`config.mk`:
```
export PLATFORM = sky130hd
export DESIGN_NAME = i2s_sample_fifo
export DESIGN_NICKNAME = d
export VERILOG_FILES = /design/src/rtl/i2s_sample_fifo.sv
export SDC_FILE = /design/constraint.sdc
export NUM_CORES = 1
export LEC_CHECK = 0
export CORE_MARGIN = 2
export CORE_UTILIZATION = 63
export DETAILED_ROUTE_END_ITERATION = 6
export MAX_ROUTING_LAYER = met4
export PLACE_DENSITY = 0.85
export SYNTH_ARGS = -nofsm -noshare
export SYNTH_HDL_FRONTEND = slang
export SYNTH_SLANG_ARGS = --single-unit
```
`constraint.sdc`:
```
create_clock -name bck -period 7.3 [get_ports bck]
set_input_delay 1.095 -clock bck [delete_from_list [all_inputs] [get_ports bck]]
set_output_delay 1.095 -clock bck [all_outputs]
set_load 0.01 [all_outputs]
```
`src/rtl/i2s_sample_fifo.sv`:
```
// Stereo-word FWFT FIFO behind the I2S deserializer; drops and flags words when full.
// Optional drop counter enabled by defining I2S_SAMPLE_FIFO_DROP_CNT_EN.

package i2s_common_pkg;
   localparam int I2S_BITS = 16;
endpackage

module i2s_sample_fifo
   import i2s_common_pkg::*;
#(
   parameter int WORD_W = I2S_BITS * 2,
   parameter int DEPTH  = 8,
   parameter int LVL_W  = $clog2(DEPTH + 1)
) (
   input  logic              bck,
   input  logic              rst_n,
   input  logic [WORD_W-1:0] in_data,
   input  logic              in_valid,
   output logic [WORD_W-1:0] out_data,
   output logic              out_valid,
   input  logic              out_ready,
   output logic [LVL_W-1:0]  level,
   output logic              full,
   output logic              overflow,
`ifdef I2S_SAMPLE_FIFO_DROP_CNT_EN
   output logic [15:0]       drop_cnt,
`endif
   input  logic              overflow_clr
);

   localparam int PTR_W = $clog2(DEPTH);

   // Handshake: a word leaves when out_valid and out_ready are both 1 at a
   // rising bck edge. The input side has no ready; in_valid is a strobe that
   // is either stored or dropped in that same cycle.

   logic [WORD_W-1:0] r_mem [DEPTH];
   logic [PTR_W-1:0]  r_wr_ptr;
   logic [PTR_W-1:0]  r_rd_ptr;
   logic [LVL_W-1:0]  r_level;
   logic              r_valid;
   logic              r_full;
   logic              r_overflow;

   logic              w_push;
   logic              w_pop;
   logic              w_drop;
   logic [LVL_W-1:0]  w_level_nxt;

   // A pop frees a slot in the same cycle, so a full FIFO can still accept.
   assign w_pop  = r_valid & out_ready;
   assign w_push = in_valid & (~r_full | w_pop);
   assign w_drop = in_valid & r_full & ~w_pop;

   always_comb begin
      w_level_nxt = r_level;
      case ({w_push, w_pop})
         2'b10:   w_level_nxt = r_level + LVL_W'(1);
         2'b01:   w_level_nxt = r_level - LVL_W'(1);
         default: w_level_nxt = r_level;
      endcase
   end

   // Storage is not reset; out_data is masked while empty instead.
   always_ff @(posedge bck) begin
      if (rst_n && w_push) begin
         r_mem[r_wr_ptr] <= in_data;
      end
   end

   always_ff @(posedge bck) begin
      if (!rst_n) begin
         r_wr_ptr <= '0;
         r_rd_ptr <= '0;
         r_level  <= '0;
         r_valid  <= 1'b0;
         r_full   <= 1'b0;
      end else begin
         if (w_push) begin
            r_wr_ptr <= r_wr_ptr + PTR_W'(1);
         end
         if (w_pop) begin
            r_rd_ptr <= r_rd_ptr + PTR_W'(1);
         end
         r_level <= w_level_nxt;
         r_valid <= (w_level_nxt != '0);
         r_full  <= (w_level_nxt == LVL_W'(DEPTH));
      end
   end

   // A fresh drop wins over a clear arriving in the same cycle.
   always_ff @(posedge bck) begin
      if (!rst_n) begin
         r_overflow <= 1'b0;
      end else if (w_drop) begin
         r_overflow <= 1'b1;
      end else if (overflow_clr) begin
         r_overflow <= 1'b0;
      end
   end

`ifdef I2S_SAMPLE_FIFO_DROP_CNT_EN
   logic [15:0] r_drop_cnt;

   always_ff @(posedge bck) begin
      if (!rst_n) begin
         r_drop_cnt <= '0;
      end else if (overflow_clr) begin
         r_drop_cnt <= w_drop ? 16'd1 : 16'd0;
      end else if (w_drop && (r_drop_cnt != 16'hFFFF)) begin
         r_drop_cnt <= r_drop_cnt + 16'd1;
      end
   end

   assign drop_cnt = r_drop_cnt;
`endif

   assign out_data  = r_valid ? r_mem[r_rd_ptr] : '0;
   assign out_valid = r_valid;
   assign level     = r_level;
   assign full      = r_full;
   assign overflow  = r_overflow;

endmodule
```
Yosys cells after proc, flatten, opt, wreduce, memory -nomap -nowiden
Memories as Yosys holds them, arrays and structs flattened. A register that Yosys moved wholly into a read port is not among the register bits.
Index checks and enable logic that the tools add are counted.
{ "op_classes": {"n_eq_ne": 3, "n_reduce_logical": 3, "muxes": 8, "addsub": 4, "bitwise": 7} }
{ "op_table": {"columns": ["op", "n"], "rows": [
  ["$mux W32", 1],
  ["$pmux W4 S2", 1],
  ["$add A3 B1 Y3 const B", 2],
  ["$mux W3", 2],
  ["$add A4 B1 Y4 const B", 1],
  ["$and A1 B1 Y1", 4],
  ["$eq A4 B4 Y1 const B", 1],
  ["$mux W1", 4],
  ["$reduce_bool A4 Y1", 1],
  ["$sub A4 B1 Y4 const B", 1],
  ["$eq A2 B1 Y1 const B", 1],
  ["$eq A2 B2 Y1 const B", 1],
  ["$not A1 Y1", 2],
  ["$reduce_bool A2 Y1", 1],
  ["$logic_and A1 B1 Y1", 1],
  ["$or A1 B1 Y1", 1]
]} }
{ "totals": {"reg_bits": 13, "in_bits": 37, "ramBits": 256, "n_memories": 1, "word_cells": 32, "output_inout_bits": 39} }
{ "mem_list": {"columns": ["memory", "depth", "width", "read_ports", "rd_ports_with_merged_regs", "wr", "line", "rtl"], "rows": [
  ["r_mem", 8, 32, 1, 1, 1, "37", "logic [WORD_W-1:0] r_mem [DEPTH];"]
]} }

Depth between registers and ports, before layout
{ "depth": {"ltp_word": 6, "depth_mapped": 11, "mapped_depth_nobuf": 11} }

Worst setup path before layout
No wires, ideal clock.
{ "synth_timing": {"path_kind": "in2reg", "from": "input out_ready", "to": "memory r_mem[1][0] (netlist bit) (enable)", "n_path_buf": 0, "setup_ns": 0.501, "setup_slack_ns": 2.103, "arrival_ns": 4.695, "stages": 4, "t_required_ns": 6.799, "cell_sequence": "nand2_1 > a21boi_2 > inv_2 > nor4_1"} }
{ "synth_between": {"elab_chain_cells": 6} }
{ "synth_lines": {"columns": ["item", "line", "rtl"], "rows": [
  ["from (decl)", "21", "input logic out_ready,"],
  ["$and A1 B1 Y1", "51", "assign w_pop = r_valid & out_ready;"],
  ["$or A1 B1 Y1", "52", "assign w_push = in_valid & (~r_full | w_pop);"],
  ["$and A1 B1 Y1", "52", null],
  ["$logic_and A1 B1 Y1", "66", "if (rst_n && w_push) begin"],
  ["$mux W1", "66", null],
  ["$mux W1 (not written as such)", "67", "r_mem[r_wr_ptr] <= in_data;"],
  ["to (decl)", "37", null]
]} }
No other way between the ends.

==> results by group <==
Placed design
  – Placed Instance Area: around 0.012 mm²
  – Post-DP HPWL: 10800 µm
  – Dpl ws: 3.191 ns
  – Port Buffers: 75
  – Inst Count DP: 775
  – Gpl congestion: around 0.74

Final layout
  – Area grow syn2layout: 17.50%
  – Fin cells: between 800 and 900
  – Share of cells above drive strength 1: 21.13%
  – Design area: around 0.012 mm²
  – N_diodes: 0
  – Layout Nets: approximately 630

Global route
  – Vias in the first global route: about 5300
  – GRT Total Usage: a little under a quarter
  – First-pass GRT wire length: approximately 31000 µm
  – Initial antenna violation count: 0
  – GRT Residual Overflow: 0
  – Largest net degree at the start of global routing: 53

Die
  – Core area: ~0.016 mm²
  – Die height: about 130 µm
  – DIE AREA: around 0.018 mm²
  – Row cnt: 47
  – Die W: 133.3 µm
  – IO Count: between 70 and 80
  – Starting Density: 63.97%

Routing
  – Pre-antenna DRT Iters: 4
  – Routed Antenna Nets: 0
  – Vias per cell: roughly 6.1
  – Post-DR wirelength/cell: between 20 and 25 µm
  – Via count: ~5000
  – Iter 0 DRT Violations: about 380
  – Final WL: slightly below 20000 µm
  – DRC: 0

Pwr
  – P_int: approximately 0.0028 W
  – PD cells: about 290 mW/mm²
  – Clk network pwr share: around 36%
  – Sw power: 0.0007926 W
  – Logic pwr share: between 10 and 15%
  – IR drop worst, VDD: ~0.22 mV
  – Leakage: ~3.8 nW
  – Sw Share: 22.26%
  – Sequential share of power: between 50% and 60%

Synth
  – Synth Net Count: 530
  – Number of flops mapped to enable cells by yosys: 256
  – Most numerous cell in the Yosys netlist: edfxtp_1
  – Post-synth design cell area: ~0.011 mm²
  – Yosys top cell area share: between 70% and 80%
  – Synth unique cells: 31
  – Post-synth top cells: edfxtp_1, mux4_2, nor2b_1, mux2i_1, dfxtp_1
  – Syn avg cell area: 21.59 µm²
  – FF+latch count, synth: roughly 270
  – Cell taking the most area after synthesis: edfxtp_1
  – Synth Flop Type: edfxtp_1
  – Seq/Total Area, Yosys: about three quarters
  – Top post-synthesis cells by area: edfxtp_1, mux4_2, mux2i_1
  – Synth warn: 0
  – Async SR Flop Fraction: 0%
  – Cells after Synth: 488

Clock network
  – Clock root buffer: clkbuf_16
  – H-tree lvl count: 1
  – CTS max path bufs: 3
  – Clock slew seen by the registers of the worst setup and hold paths: roughly 0.060 ns
  – Cts hold-fix bufs: 0
  – Postcts setup bufs: 0
  – TritonCTS Sinks: between 200 and 300
  – Post-CTS sizing: 0
  – Total CTS buffers: 27
  – CTS tree: yes
  – Worst-Skew Late Latency: around 0.52 ns

Critical path
  – Required time of the critical path: ~6.2 ns
  – CP Cell Sequence: buf_4, mux4_2, mux2i_1, nor2b_1, clkdlybuf4s50_1
  – CP arrival: between 3 and 4 ns
  – CP peak stage delay: 0.82 ns
  – Slowest stage cell on the critical path: buf_4
  – CP Capture Type: primary output
  – CP Class: flip-flop to primary output
  – Type of origin of the critical path: flip-flop
  – CP max FO: 52

Timing
  – Final Hold Fails: 0
  – Total negative setup slack: 0 ns
  – Final Worst Setup Slack: a little under 3 ns
  – RSZ-0062 raised after global routing: false
  – Layout Skew: 0.006076 ns
  – Final worst path period share: between 60% and 70%
  – Max_slew headroom: a little under a fifth
  – # setup viols final: 0
  – Worst-Margin Slew: roughly 1.2 ns
  – Max-slew violation count: 0
  – Fmax: between 0.2 and 0.25 GHz
  – Hold WS: 0.4985 ns
  – Final min period: between 4 and 5 ns

Run
  – Max-cap violations: 0

Worst hold path
  – Worst Hold Class: flip-flop to flip-flop

Outcome
  – Outcome: complete, no violations
-- critical path, delay by kind of cell, from the launching register on --
kind                   cells  cell delay, ns
buffers and inverters      2            1.30
DFF                        1            0.51
muxes                      2            0.84
and+or+nand+nor            1            0.07
-- power by group through the flow --
| stage | sequential [W] | clock [W] | combinational (W) |
|---|---|---|---|
| detailed placement | 0.00181 | 0 | 0.000510 |
| global placement | 0.00181 | 0 | 0.000498 |
| global route | 0.00179 | 0.00135 | 0.000546 |
| finish | 0.00178 | 0.00127 | 0.000508 |
| CTS | 0.00178 | 0.00129 | 0.000516 |
| floorplan | 0.00180 | 0 | 0.000326 |
-- kinds of logic after synthesis --
family                     count (synthesis)  synth area share, %
AOI/OAI and AO/OA                         10               0.7127
adders and majority gates                  5               0.5939
DFF                                      272                76.02
xor gates and xnor gates                   8               0.6652
and+or+nand+nor                           70                3.647
muxes                                     97                16.82
buffers and inverters                     26                1.544
-- layout by cell type (no fill, tap or decap), drive strengths merged --
cell / instances
clkinv: 9
o22ai: 1
a31oi: 2
xor2: 5
nand2: 10
nor4: 2
buf: 14
nor3: 4
ha: 5
dfxtp: 16
or3: 2
xnor2: 3
bufinv: 2
nor2: 12
and4b: 1
and3: 1
o32ai: 1
clkinvlp: 1
a32oi: 1
nand3: 1
mux4: 64
edfxtp: 256
nor2b: 35
inv: 4
or2b: 1
a21boi: 1
a21oi: 4
nand2b: 1
clkdlybuf4s50: 75
mux2i: 33
clkbuf: 34
-- registers in the layout, summed over array words and instances, names as in the netlist, named ones only --
| register | cells |
|---|---|
| full | 1 |
| level | 4 |
| out_valid | 1 |
| overflow | 1 |
| r_mem | 256 |
| r_rd_ptr | 3 |
| r_wr_ptr | 3 |
-- worst paths after layout --
kind	start	to	slack [ns]	depth (start not counted)
setup / recovery	flip-flop	out_data[8]	2.91	5
hold / removal	r_rd_ptr[1]	flip-flop	0.50	2
setup reg to reg	out_valid	r_mem[5][3]	4.47	5
hold reg to reg	r_rd_ptr[1]	flip-flop	0.50	2
-- final cells by class --
type | count | area (µm²)
multi-input combinational | 190 | 2411
clock inverter | 12 | 103.9
clock buffer | 34 | 701.9
timing repair buffer | 89 | 855.8
sequential | 272 | 8014
tap | 220 | 275.3
inverter | 4 | 15.01
fill | 918 | 4089
-- stage by stage --
step | util [%] | total power (W)
6_report | 75.17 | 0.003561
5_1_grt | 75.17 | 0.003679
4_1_cts | 75.17 | 0.003589
3_5_place_dp | 70.27 | 0.002325
3_3_place_gp | 70.27 | 0.002309
2_1_floorplan | - | 0.002128
-- metal layers --
metal  GRT usage, %  vias up  routed length (µm)
met5              -        -                   0
met1          30.89     2641                7974
met4          6.619        0                 410
li1               -     2180                   -
met3          3.767       38                1035
met2          39.46      149               10360
Power figures use the tool's default switching activity.
==> edit 1 (same settings) <==
Register the output `overflow` once more; this adds one clock of latency there. The other outputs are not delayed to match.
--- a/src/rtl/i2s_sample_fifo.sv
+++ b/src/rtl/i2s_sample_fifo.sv
@@ -121,3 +121,5 @@
    assign full      = r_full;
-   assign overflow  = r_overflow;
+   always_ff @(posedge bck) begin
+      overflow <= r_overflow;
+   end
 
Formal check against the unedited RTL: no difference found for any inputs over 4 cycles, from zero or initial values and one cycle with rst_n low; that may be too few to reach the edited logic, so the function may still have changed.
==> edit 1 against the original RTL <==
Clock skew hardly changed. Non-clock buffer count is 2 lower. Design area is 0.76% higher. Sequential cell count is 1 higher. First-iteration DRC count is 23% higher. Synthesized area is 0.19% higher. Worst setup slack worse by 150 ps. Combinational power is 2% higher. Synthesized cell count is 0.20% higher. Wire length is 1.1% higher. Hold slack worse by 140 ps. Clock power is 9% higher. Power is 3.5% higher. Largest power group unchanged. Maximum frequency is 3.2% lower.
==> edit 1: results (changes against the original RTL) <==
sequential share of power 48.4% (-1.7 points); Post-layout nets 624 (-0.32%); worst-margin pin slew 1290 ps (+67.4 ps); Hold Path Depth 0 (-2); Tot GR Track Use 24.2% (+0.52 points); r2r endpoint r_mem[6][12]$_DFFE_PP_; pin count of the biggest net entering global routing 65 (+23%); hold path start r_overflow$_SDFFE_PN0P_; post-synthesis mux area share 16.8% (-0.032 points); DRT Pass-1 Iters 5 (+1); DRT iter0 DRCs 473 (+23%); Post-synth top cells edfxtp_1, mux4_2, nor2b_1; Lkg Pwr 3.88 nW (+1.2%); compound-gate portion of the synthesized area 0.711% (-0.0014 points); outcome finished, final reports clean; routed wire length 20000 µm (+1.1%); DP Area 11600 µm² (about the same); pre-CTS worst setup slack 3110 ps (-78.7 ps); number of global-route vias before repair 5378 (+1.5%); crit path DAT 3440 ps (+140 ps); post-DP HPWL 10700 µm (-1.1%); clk_skew 6.35 ps (+0.276 ps); clock buffer count from CTS 26 (-3.7%); CP endpoint out_data[2]; DR vias 5041 (+0.66%); clock network power share 37.6% (+1.9 points); Post-Synth Adder-Cell Area 0.593% (-0.0011 points); Seq/Total Area, Yosys 76.1% (about the same); syn avg cell area 21.6 µm² (about the same); syn nets 531 (+0.19%); Post-Layout Cell Count 822 (+0.12%); top post-synthesis cells by area edfxtp_1, mux4_2, dfxtp_1; first-pass GRT wire length 30800 µm (+0.47%); Synth Area in XOR/XNOR 0.664% (-0.0013 points); placed cells 774 (-0.13%); FF-to-FF setup slack 4410 ps (-60 ps); combinational power 0.516 mW (+2%); Cell Int Power 2.86 mW (+3.5%)
==> edit 1: stage by stage <==
stage	util, %	hold WS (ps)
5_1_grt	75.7	370
3_5_place_dp	70.3	352
4_1_cts	75.7	361
3_3_place_gp	70.3	351
6_report	75.7	356
2_1_floorplan	-	331
==> edit 1: layer usage <==
| metal | vias to the layer above | share of wire [%] | track usage, % |
|---|---|---|---|
| li1 | 2174 | - | - |
| met1 | 2640 | 40 | 31.4 |
| met2 | 180 | 53 | 40.5 |
| met3 | 47 | 5.3 | 3.77 |
| met4 | 0 | 2.4 | 6.80 |
| met5 | - | 0 | - |
==> edit 1: layout make-up <==
type / count / area [µm²]
clock inverters: 17 / 184
multi-input cells: 190 / 2410
fillers: 876 / 4000
flip-flops and latches: 273 / 8030
inverters: 4 / 15.0
repair buffers: 87 / 841
clock buffers: 31 / 711
well taps: 220 / 275
==> edit 2 (same settings) <==
Without the edit above. `DEPTH`: 8 -> 16.
--- a/src/rtl/i2s_sample_fifo.sv
+++ b/src/rtl/i2s_sample_fifo.sv
@@ -11,3 +11,3 @@
    parameter int WORD_W = I2S_BITS * 2,
-   parameter int DEPTH  = 8,
+   parameter int DEPTH  = 16,
    parameter int LVL_W  = $clog2(DEPTH + 1)
Interface: changed (resized level); port bits go from 76 to 77. The function was not compared with the original's and may differ.
==> edit 2 against the original RTL <==
Count of clock-buffer cells in the layout up 23. Clock power grew 90%. Worst setup slack worse by 540 ps. Power increased by 83%. Sequential cell count grew 260. Design area rose by 89%. Maximum frequency is 11% lower. Synthesized area grew 95%. Wire length rose by 130%. Register-to-register slack got worse by 830 ps. Combinational power increased by 31%. Highest routed layer unchanged.
==> edit 2: results (changes against the original RTL) <==
outcome finished, final reports clean; Post-synth top cells edfxtp_1, mux4_2, and2_1; sw frac 21.8% (-0.44 points); pin count of the biggest net entering global routing 50 (-5.7%); number of global-route vias before repair 10200 (+93%); Peak VDD IR 0.000213 V (-1.4%); setup slack after layout 2370 ps (-539 ps); clock root cell clkbuf_16; DP Area 21900 µm² (+89%); post-DP HPWL 22900 µm (+110%); DRT Pass-1 Iters 5 (+1); initial antenna violation count 0 (unchanged); Synth cell types 39 (+26%); layout cell share with drive strength beyond 1 26.2% (+5.1 points); CTS H-tree depth 2 (+1); startpoint types register; number of synthesized flops with an enable pin 512 (+100%); Post-layout nets 1025 (+64%); Post-Layout Cell Count 1461 (+78%); Seq. cell area 15800 µm² (+97%); asr flop ratio synth 0% (unchanged); Clock Tree Buf Depth 3 (unchanged); GR Overflow Total 0 (unchanged); routed wire length 45900 µm (+130%); Seq/Total Area, Yosys 77.0% (+0.94 points); Clk Latency, worst-skew pair 570 ps (+50 ps); CP Max Fanout 44 (-15%); clock buffer count from CTS 49 (+81%); Tot GR Track Use 29.2% (+5.6 points); Reg2Reg Depth 12 (+7); pre-CTS worst setup slack 2940 ps (-249 ps); IO buf count 76 (+1.3%); max FFs per register 512 (+100%); FF-to-FF setup slack 3640 ps (-830 ps); GP Congestion 0.760 (+3.2%); crit path DAT 3840 ps (+540 ps); CP endpoint out_data[29]; Synth warnings 0 (unchanged); top post-synthesis cells by area edfxtp_1, mux4_2, dfxtp_1; first-pass GRT wire length 67300 µm (+120%); CTS resizes 0 (unchanged); FILL cells 1722 (+88%); clk_skew 24.7 ps (+18.6 ps); DRT iter0 DRCs 1279 (+230%); worst-margin pin slew 870 ps (-349 ps); Cells after Synth 869 (+78%); syn nets 914 (+72%); DR vias 9724 (+94%); min-delay worst type reg -> reg; placed cells 1371 (+77%); Lkg Pwr 7.16 nW (+87%); reg-to-reg startpoint out_valid$_SDFF_PN0_; r2r endpoint full$_SDFF_PN0_
edit 2: cell types whose count changed in the layout (fill, tap and decap cells not counted), sizes merged, moves of 4 or more:
cell    before  now
buf         14   28
clkinv       9   28
nor2        12   16
dfxtp       16   20
xnor2        3    8
mux4        64  160
nand2b       1    5
clkbuf      34   57
mux2i       33    1
nand3        1    6
edfxtp     256  512
nor2b       35    6
and2         0   42
edit 2: cell families after synthesis:
| kind of cell | count (synthesis) | share of synthesized area (%) |
|---|---|---|
| DFF | 532 | 77.0 |
| muxes | 162 | 17.8 |
| and+or+nand+nor | 92 | 2.52 |
| buffers and inverters | 50 | 1.27 |
| AOI/OAI and AO/OA | 15 | 0.519 |
| xor gates and xnor gates | 10 | 0.427 |
| adders and majority gates | 8 | 0.488 |
edit 2: power groups by stage:
stage / logic, mW / clock network [mW] / registers [mW]
floorplan: 0.451 / 0 / 3.47
global placement: 0.645 / 0 / 3.50
detailed placement: 0.659 / 0 / 3.50
CTS: 0.675 / 2.43 / 3.44
global route: 0.709 / 2.55 / 3.44
finish: 0.668 / 2.41 / 3.43
edit 2: worst min-delay path by stage:
| stage | from | endpoint | slack [ps] | depth (start not counted) |
|---|---|---|---|---|
| global placement | overflow$_SDFFE_PN0P_ | overflow$_SDFFE_PN0P_ | 490 | 2 |
| finish | r_rd_ptr[1]$_SDFFE_PN0P_ | register | 520 | 2 |
| detailed placement | overflow$_SDFFE_PN0P_ | overflow$_SDFFE_PN0P_ | 510 | 2 |
| CTS | r_rd_ptr[1]$_SDFFE_PN0P_ | register | 520 | 2 |
| floorplan | r_rd_ptr[1]$_SDFFE_PN0P_ | register | 480 | 2 |
| global route | overflow$_SDFFE_PN0P_ | overflow$_SDFFE_PN0P_ | 550 | 2 |
edit 2: critical path, stage by stage (launching register included):
cell and delay, ps:
dfxtp_4 900, buf_4 500, mux4_2 640, mux4_2 500
and2_1 210, clkdlybuf4s50_1 490
edit 2: final cells by class:
cell class,instances,area share (%)
Antenna cell,1,0.0107
Inverter,6,0.0962
Tap cell,442,2.36
Clock inverter,32,1.04
Sequential cell,532,67.4
Timing Repair Buffer,104,4.20
Multi-Input combinational cell,287,19.5
Clock buffer,57,5.36
edit 2: routing by layer:
metal / wire length, µm / vias up / share of wire, % / track usage, %
met5: 0 / - / 0 / -
met4: 1390 / 0 / 3.0 / 9.47
met3: 3710 / 110 / 8.1 / 4.45
met2: 24100 / 620 / 53 / 48.3
met1: 16600 / 5096 / 36 / 38.0
li1: - / 3898 / - / -
